--- src/rtl/vtw_scan_fail_capture.sv ---
// Scan fail capture: masked per-lane compare, saturating counters, fail-record FIFO, pass/done verdict.
// Optional auto-stop after STOP_LIMIT fail records is enabled by defining VTW_FAIL_STOP_EN.
module vtw_scan_fail_capture #(
   parameter int LANES      = 4,
   parameter int CYCLE_W    = 32,
   parameter int CNT_W      = 32,
   parameter int DEPTH      = 16,
   parameter int STOP_LIMIT = 8
) (
   input  logic                       clock,
   input  logic                       reset,
   input  logic                       pat_start,
   input  logic                       pat_end,
   input  logic                       strobe_valid,
   input  logic [CYCLE_W-1:0]         cycle_number,
   input  logic [LANES-1:0]           scan_out,
   input  logic [LANES-1:0]           expected,
   input  logic [LANES-1:0]           compare_en,
   input  logic                       rd_ready,
   output logic                       rd_valid,
   output logic [CYCLE_W-1:0]         rd_cycle,
   output logic [LANES-1:0]           rd_lanes,
   output logic [$clog2(DEPTH):0]     fifo_level,
   output logic [CNT_W-1:0]           fail_number,
   output logic [CNT_W-1:0]           compare_number,
   output logic                       overflow,
   output logic                       busy,
   output logic                       done,
   output logic                       pass
`ifdef VTW_FAIL_STOP_EN
   ,
   output logic                       stopped
`endif
);

   localparam int AW = $clog2(DEPTH);
   localparam int LW = AW + 1;
   localparam int PW = $clog2(LANES + 1);

   typedef enum logic [1:0] {
      ST_IDLE  = 2'd0,
      ST_RUN   = 2'd1,
      ST_DRAIN = 2'd2,
      ST_DONE  = 2'd3
   } state_t;

   function automatic logic [PW-1:0] popcount(input logic [LANES-1:0] v);
      logic [PW-1:0] c;
      c = '0;
      for (int i = 0; i < LANES; i++) begin
         c = c + PW'(v[i]);
      end
      return c;
   endfunction

   function automatic logic [CNT_W-1:0] sat_add(input logic [CNT_W-1:0] a, input logic [PW-1:0] b);
      logic [CNT_W:0] s;
      s = {1'b0, a} + (CNT_W+1)'(b);
      if (s[CNT_W]) begin
         return '1;
      end else begin
         return s[CNT_W-1:0];
      end
   endfunction

   state_t              state_q, state_d;
   logic [CNT_W-1:0]    fail_q, fail_d;
   logic [CNT_W-1:0]    cmp_q, cmp_d;
   logic                ovf_q, ovf_d;
   logic [AW-1:0]       wr_q, wr_d;
   logic [AW-1:0]       rd_q, rd_d;
   logic [LW-1:0]       cnt_q, cnt_d;
   logic [CYCLE_W-1:0]  mem_cyc_q   [DEPTH];
   logic [LANES-1:0]    mem_lanes_q [DEPTH];

   logic [LANES-1:0]    fail_lanes_s;
   logic                cmp_act_s;
   logic                push_req_s;
   logic                push_s;
   logic                pop_s;
   logic                full_s;

`ifdef VTW_FAIL_STOP_EN
   localparam int REC_W = $clog2(STOP_LIMIT + 1);
   logic [REC_W-1:0]    rec_q, rec_d;
   logic                stopped_q, stopped_d;
`endif

   assign fail_lanes_s = (scan_out ^ expected) & compare_en;
   assign cmp_act_s    = (state_q == ST_RUN) && strobe_valid;
   assign push_req_s   = cmp_act_s && (fail_lanes_s != '0);
   assign full_s       = (cnt_q == LW'(DEPTH));
   assign pop_s        = (cnt_q != '0) && rd_ready;
   // A full FIFO still accepts a push when the head leaves in the same cycle.
   assign push_s       = push_req_s && (!full_s || pop_s);

   // Next-state, counter and FIFO pointer logic.
   always_comb begin
      state_d = state_q;
      fail_d  = fail_q;
      cmp_d   = cmp_q;
      ovf_d   = ovf_q;
      wr_d    = wr_q;
      rd_d    = rd_q;
      cnt_d   = cnt_q + LW'(push_s) - LW'(pop_s);
`ifdef VTW_FAIL_STOP_EN
      rec_d     = rec_q;
      stopped_d = stopped_q;
`endif
      if (cmp_act_s) begin
         fail_d = sat_add(fail_q, popcount(fail_lanes_s));
         cmp_d  = sat_add(cmp_q, popcount(compare_en));
      end else begin
         fail_d = fail_q;
         cmp_d  = cmp_q;
      end
      if (push_req_s && !push_s) begin
         ovf_d = 1'b1;
      end else begin
         ovf_d = ovf_q;
      end
      if (push_s) begin
         wr_d = wr_q + AW'(1);
      end else begin
         wr_d = wr_q;
      end
      if (pop_s) begin
         rd_d = rd_q + AW'(1);
      end else begin
         rd_d = rd_q;
      end

      case (state_q)
         ST_IDLE, ST_DONE: begin
            if (pat_start) begin
               state_d = ST_RUN;
               fail_d  = '0;
               cmp_d   = '0;
               ovf_d   = 1'b0;
               wr_d    = '0;
               rd_d    = '0;
               cnt_d   = '0;
`ifdef VTW_FAIL_STOP_EN
               rec_d     = '0;
               stopped_d = 1'b0;
`endif
            end else begin
               state_d = state_q;
            end
         end
         ST_RUN: begin
            if (pat_end) begin
               state_d = ST_DRAIN;
            end else begin
               state_d = ST_RUN;
            end
`ifdef VTW_FAIL_STOP_EN
            // Dropped records count toward the limit as well as accepted ones.
            if (push_req_s) begin
               rec_d = rec_q + REC_W'(1);
               if ((rec_q + REC_W'(1)) == REC_W'(STOP_LIMIT)) begin
                  state_d   = ST_DRAIN;
                  stopped_d = 1'b1;
               end else begin
                  stopped_d = stopped_q;
               end
            end else begin
               rec_d = rec_q;
            end
`endif
         end
         ST_DRAIN: begin
            if (cnt_q == '0) begin
               state_d = ST_DONE;
            end else begin
               state_d = ST_DRAIN;
            end
         end
         default: begin
            state_d = ST_IDLE;
         end
      endcase
   end

   // State, counters and FIFO control registers.
   always_ff @(posedge clock or posedge reset) begin
      if (reset) begin
         state_q <= ST_IDLE;
         fail_q  <= '0;
         cmp_q   <= '0;
         ovf_q   <= 1'b0;
         wr_q    <= '0;
         rd_q    <= '0;
         cnt_q   <= '0;
`ifdef VTW_FAIL_STOP_EN
         rec_q     <= '0;
         stopped_q <= 1'b0;
`endif
      end else begin
         state_q <= state_d;
         fail_q  <= fail_d;
         cmp_q   <= cmp_d;
         ovf_q   <= ovf_d;
         wr_q    <= wr_d;
         rd_q    <= rd_d;
         cnt_q   <= cnt_d;
`ifdef VTW_FAIL_STOP_EN
         rec_q     <= rec_d;
         stopped_q <= stopped_d;
`endif
      end
   end

   // Fail-record storage.
   always_ff @(posedge clock or posedge reset) begin
      if (reset) begin
         for (int i = 0; i < DEPTH; i++) begin
            mem_cyc_q[i]   <= '0;
            mem_lanes_q[i] <= '0;
         end
      end else if (push_s) begin
         mem_cyc_q[wr_q]   <= cycle_number;
         mem_lanes_q[wr_q] <= fail_lanes_s;
      end
   end

   assign rd_valid       = (cnt_q != '0);
   assign rd_cycle       = rd_valid ? mem_cyc_q[rd_q] : '0;
   assign rd_lanes       = rd_valid ? mem_lanes_q[rd_q] : '0;
   assign fifo_level     = cnt_q;
   assign fail_number    = fail_q;
   assign compare_number = cmp_q;
   assign overflow       = ovf_q;
   assign busy           = (state_q == ST_RUN) || (state_q == ST_DRAIN);
   assign done           = (state_q == ST_DONE);
   assign pass           = (state_q == ST_DONE) && (fail_q == '0);
`ifdef VTW_FAIL_STOP_EN
   assign stopped        = stopped_q;
`endif

endmodule

--- config.mk ---
export PLATFORM = sky130hd
export DESIGN_NAME = vtw_scan_fail_capture
export DESIGN_NICKNAME = d
export VERILOG_FILES = /design/src/rtl/vtw_scan_fail_capture.sv
export SDC_FILE = /design/constraint.sdc
export NUM_CORES = 1
export LEC_CHECK = 0
export CELL_PAD_IN_SITES_DETAIL_PLACEMENT = 0
export CELL_PAD_IN_SITES_GLOBAL_PLACEMENT = 2
export CORE_MARGIN = 1.5
export CORE_UTILIZATION = 45
export DETAILED_ROUTE_END_ITERATION = 16
export PLACE_DENSITY = 0.91
export SKIP_CTS_REPAIR_TIMING = 1
export SLEW_MARGIN = 10
export SYNTH_ARGS = -nofsm -noshare
export SYNTH_HDL_FRONTEND = slang
export SYNTH_SLANG_ARGS = --single-unit
--- constraint.sdc ---
create_clock -name clock -period 30.3 [get_ports clock]
set_input_delay 7.575 -clock clock [delete_from_list [all_inputs] [get_ports clock]]
set_output_delay 7.575 -clock clock [all_outputs]
set_load 0.02 [all_outputs]
=== Yosys cells after proc, flatten, opt, wreduce, memory -nomap -nowiden ===
Cells that the tools add are included.

* Register bits after elaboration: 656
* Input bits: 50
* Output and inout port bits: 110
* Logic and storage cells: 117

* Add/subtract/negate cells: 12
* Order comparisons: 3
* Equal/unequal tests: 5
* Muxes and demuxes: 37
* Bitwise gates (word level): 4
* Reductions and logical operators: 17

{| class="wikitable"
|+ Operators with widths
! cell !! count
|-
| bitwise mux 512 bit || 1
|-
| two-way mux 32 bit || 12
|-
| binary-select mux 32 bit (select 4 bit) || 1
|-
| demux 32 bit (select 4 bit) || 1
|-
| adder 32 x 3 -> 33 bit || 2
|-
| bitwise mux 64 bit || 1
|-
| two-way mux 4 bit || 10
|-
| zero test 32 bit || 1
|-
| binary-select mux 4 bit (select 4 bit) || 1
|-
| demux 4 bit (select 4 bit) || 1
|-
| >= comparator 5 bit (second input constant) || 2
|-
| two-way mux 5 bit || 2
|-
| inverter 4 -> 5 bit || 2
|-
| adder 4 x 1 -> 4 bit (second input constant) || 2
|-
| logical AND 1 bit || 7
|-
| adder 2 x 1 -> 3 bit || 2
|-
| adder 3 x 1 -> 3 bit || 2
|-
| case mux 2 bit (3 select lines) || 1
|-
| adder 5 x 1 -> 5 bit || 1
|-
| == test 5 bit (second input constant) || 1
|-
| zero test 5 bit || 1
|-
| less-than comparator 5 x 1 -> 1 bit (second input constant) || 1
|-
| nonzero test 5 bit || 1
|-
| subtractor 5 x 1 -> 5 bit || 1
|-
| 13 further kinds || 21
|}

=== Logic depth before layout (Yosys ltp) ===
Gate-level depths: netlist of run 1.

* Word-level depth: 10
* Gate-level depth with buffers: 18
* Depth with buffers taken out: 16

=== Least setup slack after synthesis of run 1 ===
OpenSTA, ideal clock, no wires.

* Path type: input -> register
* From: input scan_out[0]
* To: register fail_q[16] (netlist: fail_number[16])
* Setup time: 0.078 ns
* Arrival: 10.580 ns
* Data required time: 30.222 ns
* Setup slack: 19.642 ns
* Stages: 15
* Buffers on the path: 2
* Path through: xor2_1 > and2_1 > clkbuf_1 > clkbuf_1 > xor2_1 > ha_1 > inv_1 > fa_1 > inv_1 > fa_1 > nand4_1 > nor4_1 > nand3_1 > xor2_1 > a21oi_1

* Cells in the longest elaborated chain, start to end: 10

{| class="wikitable"
|+ Ends and longest elaborated chain
! element !! RTL line !! RTL
|-
| start, declared || 16 || <nowiki>input logic [LANES-1:0] scan_out,</nowiki>
|-
| XOR 4 bit (*) || 89 || <nowiki>assign fail_lanes_s = (scan_out ^ expected) & compare_en;</nowiki>
|-
| AND 4 bit (*) || 89 ||
|-
| adder 1 x 1 -> 2 bit (*) || 51 || <nowiki>c = c + PW'(v[i]);</nowiki>
|-
| adder 2 x 1 -> 3 bit (*) || 51 ||
|-
| adder 3 x 1 -> 3 bit (*) || 51 ||
|-
| adder 32 x 3 -> 33 bit (*) || 58 || <nowiki>s = {1'b0, a} + (CNT_W+1)'(b);</nowiki>
|-
| two-way mux 32 bit (*) || 59 || <nowiki>if (s[CNT_W]) begin</nowiki>
|-
| two-way mux 32 bit (*) || 110 || <nowiki>if (cmp_act_s) begin</nowiki>
|-
| two-way mux 32 bit || 135 || <nowiki>if (pat_start) begin</nowiki>
|-
| two-way mux 32 bit (*) || 133 || <nowiki>case (state_q)</nowiki>
|-
| net fail_d[16] || 67 || <nowiki>logic [CNT_W-1:0] fail_q, fail_d;</nowiki>
|-
| end signal, assigned || 201 || <nowiki>fail_q <= fail_d;</nowiki>
|-
| end, declared || 67 ||
|}

Mark *: on every way through the listed nets, which the timed path passes. The rest lies on a longest branch.
A chain may end at the register's enable or synchronous reset.

=== Worst setup path in the final report of run 1 ===
* From: register rd_q[0]
* To: output rd_cycle[30]

* Cells in the longest elaborated chain, start to end: 5

{| class="wikitable"
|+ Ends and longest elaborated chain
! element !! RTL line !! RTL
|-
| start, declared || 71 || <nowiki>logic [AW-1:0] rd_q, rd_d;</nowiki>
|-
| start signal, assigned || 205 || <nowiki>rd_q <= rd_d;</nowiki>
|-
| inverter 4 -> 5 bit (implied by the code) || 228 || <nowiki>assign rd_cycle = rd_valid ? mem_cyc_q[rd_q] : '0;</nowiki>
|-
| binary-select mux 32 bit (select 4 bit) || 228 ||
|-
| two-way mux 32 bit (implied by the code) (2 in series) || 228 ||
|-
| two-way mux 32 bit || 228 ||
|-
| end, declared || 21 || <nowiki>output logic [CYCLE_W-1:0] rd_cycle,</nowiki>
|}

Every way passes these cells. The select of a mux whose other input is x is not followed.

==> metrics.txt, run 1 <==
half-perimeter wire length after placement 45,900 um; post-synthesis area per instance 15.9 um^2; post-synthesis sequential element count 656; P per Cell Area 76.7 mW/mm^2; mean number of vias per cell 5.71; async set-reset flop share out of synthesis 100%; simple-gate portion of the synthesized area 4.37%; mux share of post-synthesis cell area 37.2%; critical path buffer and inverter count 3; required time of the critical path 22.73 ns; root buffer cell sky130_fd_sc_hd__clkbuf_16; slowest cell on the critical path sky130_fd_sc_hd__buf_4; row count 98; Peak VDD IR 0.0649 mV; vias in the first global route 20,100; Largest stage delay, worst path 0.89 ns; floorplan die area 0.0740 mm^2; static leakage power 16.7 nW; most used flip-flop cell after synthesis sky130_fd_sc_hd__dfrtp_1; Max Root-Sink Buffers 3; gate family responsible for the most delay along the worst path buffers and inverters; Tcrit/Tclk final 40.8%; total negative slack 0 ns; Critical Path Sink Type primary output; Max transition margin 23.7%; share of the synthesized area in compound gates (AO/OA/AOI/OAI) 1.74%; total gr overflow 0; CP startpoint kind flip-flop; number of nets with antenna violations after routing 0; total of max-cap violations 0; initial core utilization 45.5%; number of max-slew violations in the final report 0; synthesis-to-layout area growth 13.9%; Final Hold Slack 0.496 ns; Iter 0 DRT Violations 1,231; Num Clock Sinks 656; total count of hold-check failures in the final report 0; total placed cells including tap cells 3,017; final weighted congestion in routability-driven placement 0.779; largest net degree at the start of global routing 169; count of endpoints failing setup in the final report 0; number of stages on the worst hold path 1; Residual DRC 0; share of cells above drive strength 1 42.7%; initial antenna violation count 4; vias after detailed routing 18,000; WL/cell 24.4 um; worst path cell trace buf_4 > buf_4 > mux4_2 > mux4_2 > and2_1 > clkdlybuf4s50_1; maximum clock rate 80.8 MHz; die outline height 272 um; worst setup margin 17.92 ns; most common library cell in the layout ignoring fill and taps sky130_fd_sc_hd__dfrtp_1; global-route wire length before repair 123,000 um; post-layout utilization of the core 51.8%; number of levels the H-tree was split into 3; first-pass iteration count of the detailed router 5; crit-path max FO 53; clk_skew 0.0283 ns; logic depth of the worst path, buffers included 6; Synth Warn # 0; Post-Place Worst Slack 18.40 ns; total standard cell area after synthesis 0.0326 mm^2; Worst Tran Pin Value 1.13 ns; fillcell total 5,799; instance count of the mapped netlist 2,045; worst reg2reg path depth 8; final period demand of the worst path 12.38 ns; setup repair after global routing missed its margin no; number of top-level pins 160; clock transition at the registers of the reported paths 0.06 ns; CTS tree built; Worst-Skew Late Latency 0.62 ns; GRT Total Usage 21.4%; most frequent cells in the layout 652 x sky130_fd_sc_hd__dfrtp_1, 420 x sky130_fd_sc_hd__mux2_4, 180 x sky130_fd_sc_hd__mux4_2, 159 x sky130_fd_sc_hd__clkdlybuf4s50_1, 156 x sky130_fd_sc_hd__mux2_2; count of flip-flops with a built-in enable after synthesis 0; Total Nets Final 2,215; core outline area 0.0716 mm^2; Port Buffers 159; worst min-delay path class flip-flop to flip-flop; number of distinct library cells after synthesis 50; syn_nets 2,118; largest family of logic cells by synthesized area multiplexers; fin cells 3,151; critical path arrival 4.80 ns; share of the yosys chip area belonging to registers 50.4%; total wirelength of the detailed-routed design 76,800 um; number of CTS-inserted buffers 73; synthesized-area fraction occupied by xor and xnor cells 1.56%; classification of the worst setup path flip-flop to primary output; post-synthesis share of cell area spent on full adders, half adders and majority gates 1.02%; outcome finished, final reports clean; overall die width 272 um
per-stage QoR:
step	power [W]	area [um^2]
6_report	0.00285	37100
5_1_grt	0.00298	37100
4_1_cts	0.00288	37100
3_5_place_dp	0.00194	34600
3_3_place_gp	0.00192	34600
2_1_floorplan	0.00167	32600
cells in the mapped netlist, drive strengths merged (2+ instances only):
master	count	share of area [%]
a211oi	2	0.046
a21o	3	0.069
a21oi	60	0.92
a31o	2	0.054
a31oi	6	0.12
and2	47	0.90
and3	30	0.58
and4	12	0.32
buf	87	2.4
clkbuf	83	0.96
dfrtp	656	50
fa	6	0.37
ha	17	0.65
inv	27	0.31
mux2	576	25
mux2i	2	0.061
mux4	180	12
nand2	33	0.38
nand3	23	0.35
nand4	29	0.56
nor2	36	0.41
nor2b	6	0.12
nor3	18	0.28
nor4	10	0.19
o2111ai	2	0.054
o211a	2	0.061
o21a	2	0.046
o21ai	9	0.14
or2	3	0.058
or3	3	0.058
or4	2	0.046
xnor2	23	0.62
xor2	35	0.94
final timing paths:
kind,start,endpoint,slack [ns]
max,rd_q[0]$_DFF_PP0_,rd_cycle[30],17.92
min,overflow$_DFF_PP0_,overflow$_DFF_PP0_,0.50
max reg2reg,state_q[1]$_DFFE_PP0P_,mem_cyc_q[446]$_DFFE_PP0P_,26.47
min reg2reg,overflow$_DFF_PP0_,overflow$_DFF_PP0_,0.50
max in group asynchronous,reset,mem_cyc_q[366]$_DFFE_PP0P_,19.64
min in group asynchronous,reset,fifo_level[3]$_DFF_PP0_,7.54
report_power, final:
| group | internal [W] | switching (W) |
|---|---|---|
| Sequential | 0.000985 | 0.0000990 |
| Combinational | 0.000454 | 0.000379 |
| Clock | 0.000562 | 0.000369 |
kinds of logic after synthesis:
logic type,count (synthesis)
AO/OA/AOI/OAI,96
AND/OR/NAND/NOR,257
adder cells (fa/ha/maj),23
buffers and inverters,197
XOR/XNOR,58
flip-flops,656
multiplexers,758
layer usage:
metal	up-vias	part of all wire, %	GRT usage [%]
met2	429	47	33.6
li1	7702	-	-
met4	2	2.0	5.50
met3	109	5.3	4.75
met1	9761	46	30.1
met5	-	0.017	0
cell type report:
type	instances	area, um^2	area share (%)
tap	950	1190	3.20
clock inverter	30	423	1.14
inverter	27	109	0.293
timing repair buffer	192	1850	4.99
clock buffer	101	2120	5.72
multi-input combinational	1192	15000	40.4
antenna	3	7.51	0.0202
sequential	656	16400	44.3
state kept, by name (all words and copies together), names as in the netlist:
signal and count:
compare_number 32, fail_number 32, fifo_level 5, mem_cyc_q 512, mem_lanes_q 64, overflow 1, rd_q 4, state_q 2
wr_q 4
Power figures use the tool's default switching activity.
==> inputs of run 2 (changes only) <==
- clock period: 30.3 -> 12.18 ns (I/O delays scaled with it)
==> metrics.txt, run 2 (synthesis results as in run 1) <==
Worst Setup EP rd_cycle[26]; number of stages on the worst hold path 1; total count of hold-check failures in the final report 0; most common library cell in the layout ignoring fill and taps sky130_fd_sc_hd__dfrtp_1; Total Nets Final 2,213; Critical Path Sink Type primary output; Num Clock Sinks 656; biggest registers after layout mem_cyc_q: 512 flops, mem_lanes_q: 64 flops; CP startpoint kind flip-flop; overall die width 272 um; initial core utilization 45.5%; total of max-cap violations 0; total negative slack 0 ns; largest net degree at the start of global routing 185; required time of the critical path 9.13 ns; CTS tree built; vias in the first global route 19,900; Tcrit/Tclk final 61.7%; final weighted congestion in routability-driven placement 0.793; total gr overflow 0; share of cells above drive strength 1 42.4%; CP Launch Point rd_q[1]$_DFF_PP0_; classification of the worst setup path flip-flop to primary output; met2 routed WL 35,800 um; count of endpoints failing setup in the final report 0; number of CTS-inserted buffers 73; Biggest register mem_cyc_q; outcome finished, final reports clean; flip-flop count of the largest register after layout 512; total power of the final layout 0.00694 W; setup repair after global routing missed its margin no; WL/cell 24.2 um; Worst Tran Pin Value 1.13 ns; core outline area 0.0716 mm^2; static leakage power 16.6 nW; number of levels the H-tree was split into 3; beginning of the worst register-to-register path state_q[1]$_DFFE_PP0P_; placement-stage cell area 0.0346 mm^2; clk_skew 0.0219 ns; half-perimeter wire length after placement 44,300 um; GRT Total Usage 21.2%; synthesis-to-layout area growth 13.4%; P per Cell Area 188 mW/mm^2; first-pass iteration count of the detailed router 6; Residual DRC 0; global-route wire length before repair 122,000 um; root buffer cell sky130_fd_sc_hd__clkbuf_16; routed length on met3 4270 um; mean number of vias per cell 5.73; fin cells 3,149; clock transition at the registers of the reported paths 0.06 ns; Top Metal Used met4; final period demand of the worst path 7.51 ns; die outline height 272 um; Max Root-Sink Buffers 3; total wirelength of the detailed-routed design 76,100 um; initial antenna violation count 4; Final Hold Slack 0.502 ns; Max transition margin 24.4%; number of top-level pins 160; worst reg2reg path depth 8; total placed cells including tap cells 3,015; Port Buffers 159; Iter 0 DRT Violations 1,409; worst reg2reg endpoint mem_cyc_q[510]$_DFFE_PP0P_; slack of the worst reg-to-reg path 8.42 ns; worst min-delay path class flip-flop to flip-flop; vias after detailed routing 18,000; maximum clock rate 133 MHz; Worst-Skew Late Latency 0.63 ns; crit-path max FO 62; critical path arrival 4.46 ns; Peak VDD IR 0.109 mV; row count 98; number of nets with antenna violations after routing 0; floorplan die area 0.0740 mm^2; wl on met1 34,400 um; most frequent cells in the layout 652 x sky130_fd_sc_hd__dfrtp_1, 420 x sky130_fd_sc_hd__mux2_4, 180 x sky130_fd_sc_hd__mux4_2, 159 x sky130_fd_sc_hd__clkdlybuf4s50_1, 156 x sky130_fd_sc_hd__mux2_2; number of max-slew violations in the final report 0; Design Area, Final 0.0370 mm^2
-- run 2: changes by cell type in the layout (fill, tap and decap cells not counted) --
cell | previous run | this run
sky130_fd_sc_hd__buf_12 | 1 | 3
sky130_fd_sc_hd__clkinv_16 | 1 | 0
sky130_fd_sc_hd__clkbuf_16 | 75 | 74
sky130_fd_sc_hd__inv_6 | 2 | 1
sky130_fd_sc_hd__bufinv_16 | 8 | 1
sky130_fd_sc_hd__clkbuf_1 | 11 | 17
sky130_fd_sc_hd__clkinv_2 | 12 | 10
sky130_fd_sc_hd__clkinv_8 | 1 | 3
sky130_fd_sc_hd__clkinvlp_4 | 4 | 5
sky130_fd_sc_hd__clkbuf_8 | 15 | 19
sky130_fd_sc_hd__buf_4 | 32 | 28
sky130_fd_sc_hd__inv_8 | 1 | 0
-- run 2: metrics by stage --
| step | setup WS, ns | utilization [%] |
|---|---|---|
| 6_report | 4.67 | 51.6 |
| 3_5_place_dp | 5.13 | 48.3 |
| 5_1_grt | 4.54 | 51.6 |
| 4_1_cts | 4.63 | 51.6 |
| 3_3_place_gp | 5.20 | 48.3 |
| 2_1_floorplan | 0.168 | - |
-- run 2: where the power goes --
group	switching [W]	internal (W)
clock	0.000911	0.00126
sequential	0.000273	0.00245
combinational	0.000911	0.00113
-- run 2: cell type report --
| type | instances | area [um^2] |
|---|---|---|
| clock buffer | 110 | 2180 |
| inverter | 27 | 105 |
| antenna | 3 | 7.51 |
| tap | 950 | 1190 |
| timing repair buffer | 190 | 1860 |
| clock inverter | 21 | 196 |
| multi-input combinational | 1192 | 15000 |
| fill | 5760 | 34700 |
| sequential | 656 | 16400 |
-- run 2: worst min path at each step --
stage / from / endpoint
5_1_grt: mem_cyc_q[151]$_DFFE_PP0P_ / mem_cyc_q[151]$_DFFE_PP0P_
2_1_floorplan: mem_cyc_q[318]$_DFFE_PP0P_ / mem_cyc_q[318]$_DFFE_PP0P_
3_3_place_gp: overflow$_DFF_PP0_ / overflow$_DFF_PP0_
6_report: mem_lanes_q[53]$_DFFE_PP0P_ / mem_lanes_q[53]$_DFFE_PP0P_
3_5_place_dp: overflow$_DFF_PP0_ / overflow$_DFF_PP0_
4_1_cts: mem_cyc_q[60]$_DFFE_PP0P_ / mem_cyc_q[60]$_DFFE_PP0P_
-- run 2: metal layers --
layer / global-route usage (%) / vias up
met1: 30.0 / 9747
met5: 0 / -
met2: 32.9 / 452
li1: - / 7712
met3: 4.36 / 121
met4: 6.27 / 0
-- run 2: worst max-delay path, cell delays in order (launching register included) --
cell                              delay [ns]
sky130_fd_sc_hd__dfrtp_4                1.17
sky130_fd_sc_hd__buf_4                  0.79
sky130_fd_sc_hd__mux4_2                 0.60
sky130_fd_sc_hd__mux4_2                 0.52
sky130_fd_sc_hd__and2_1                 0.18
sky130_fd_sc_hd__clkdlybuf4s50_1        0.54
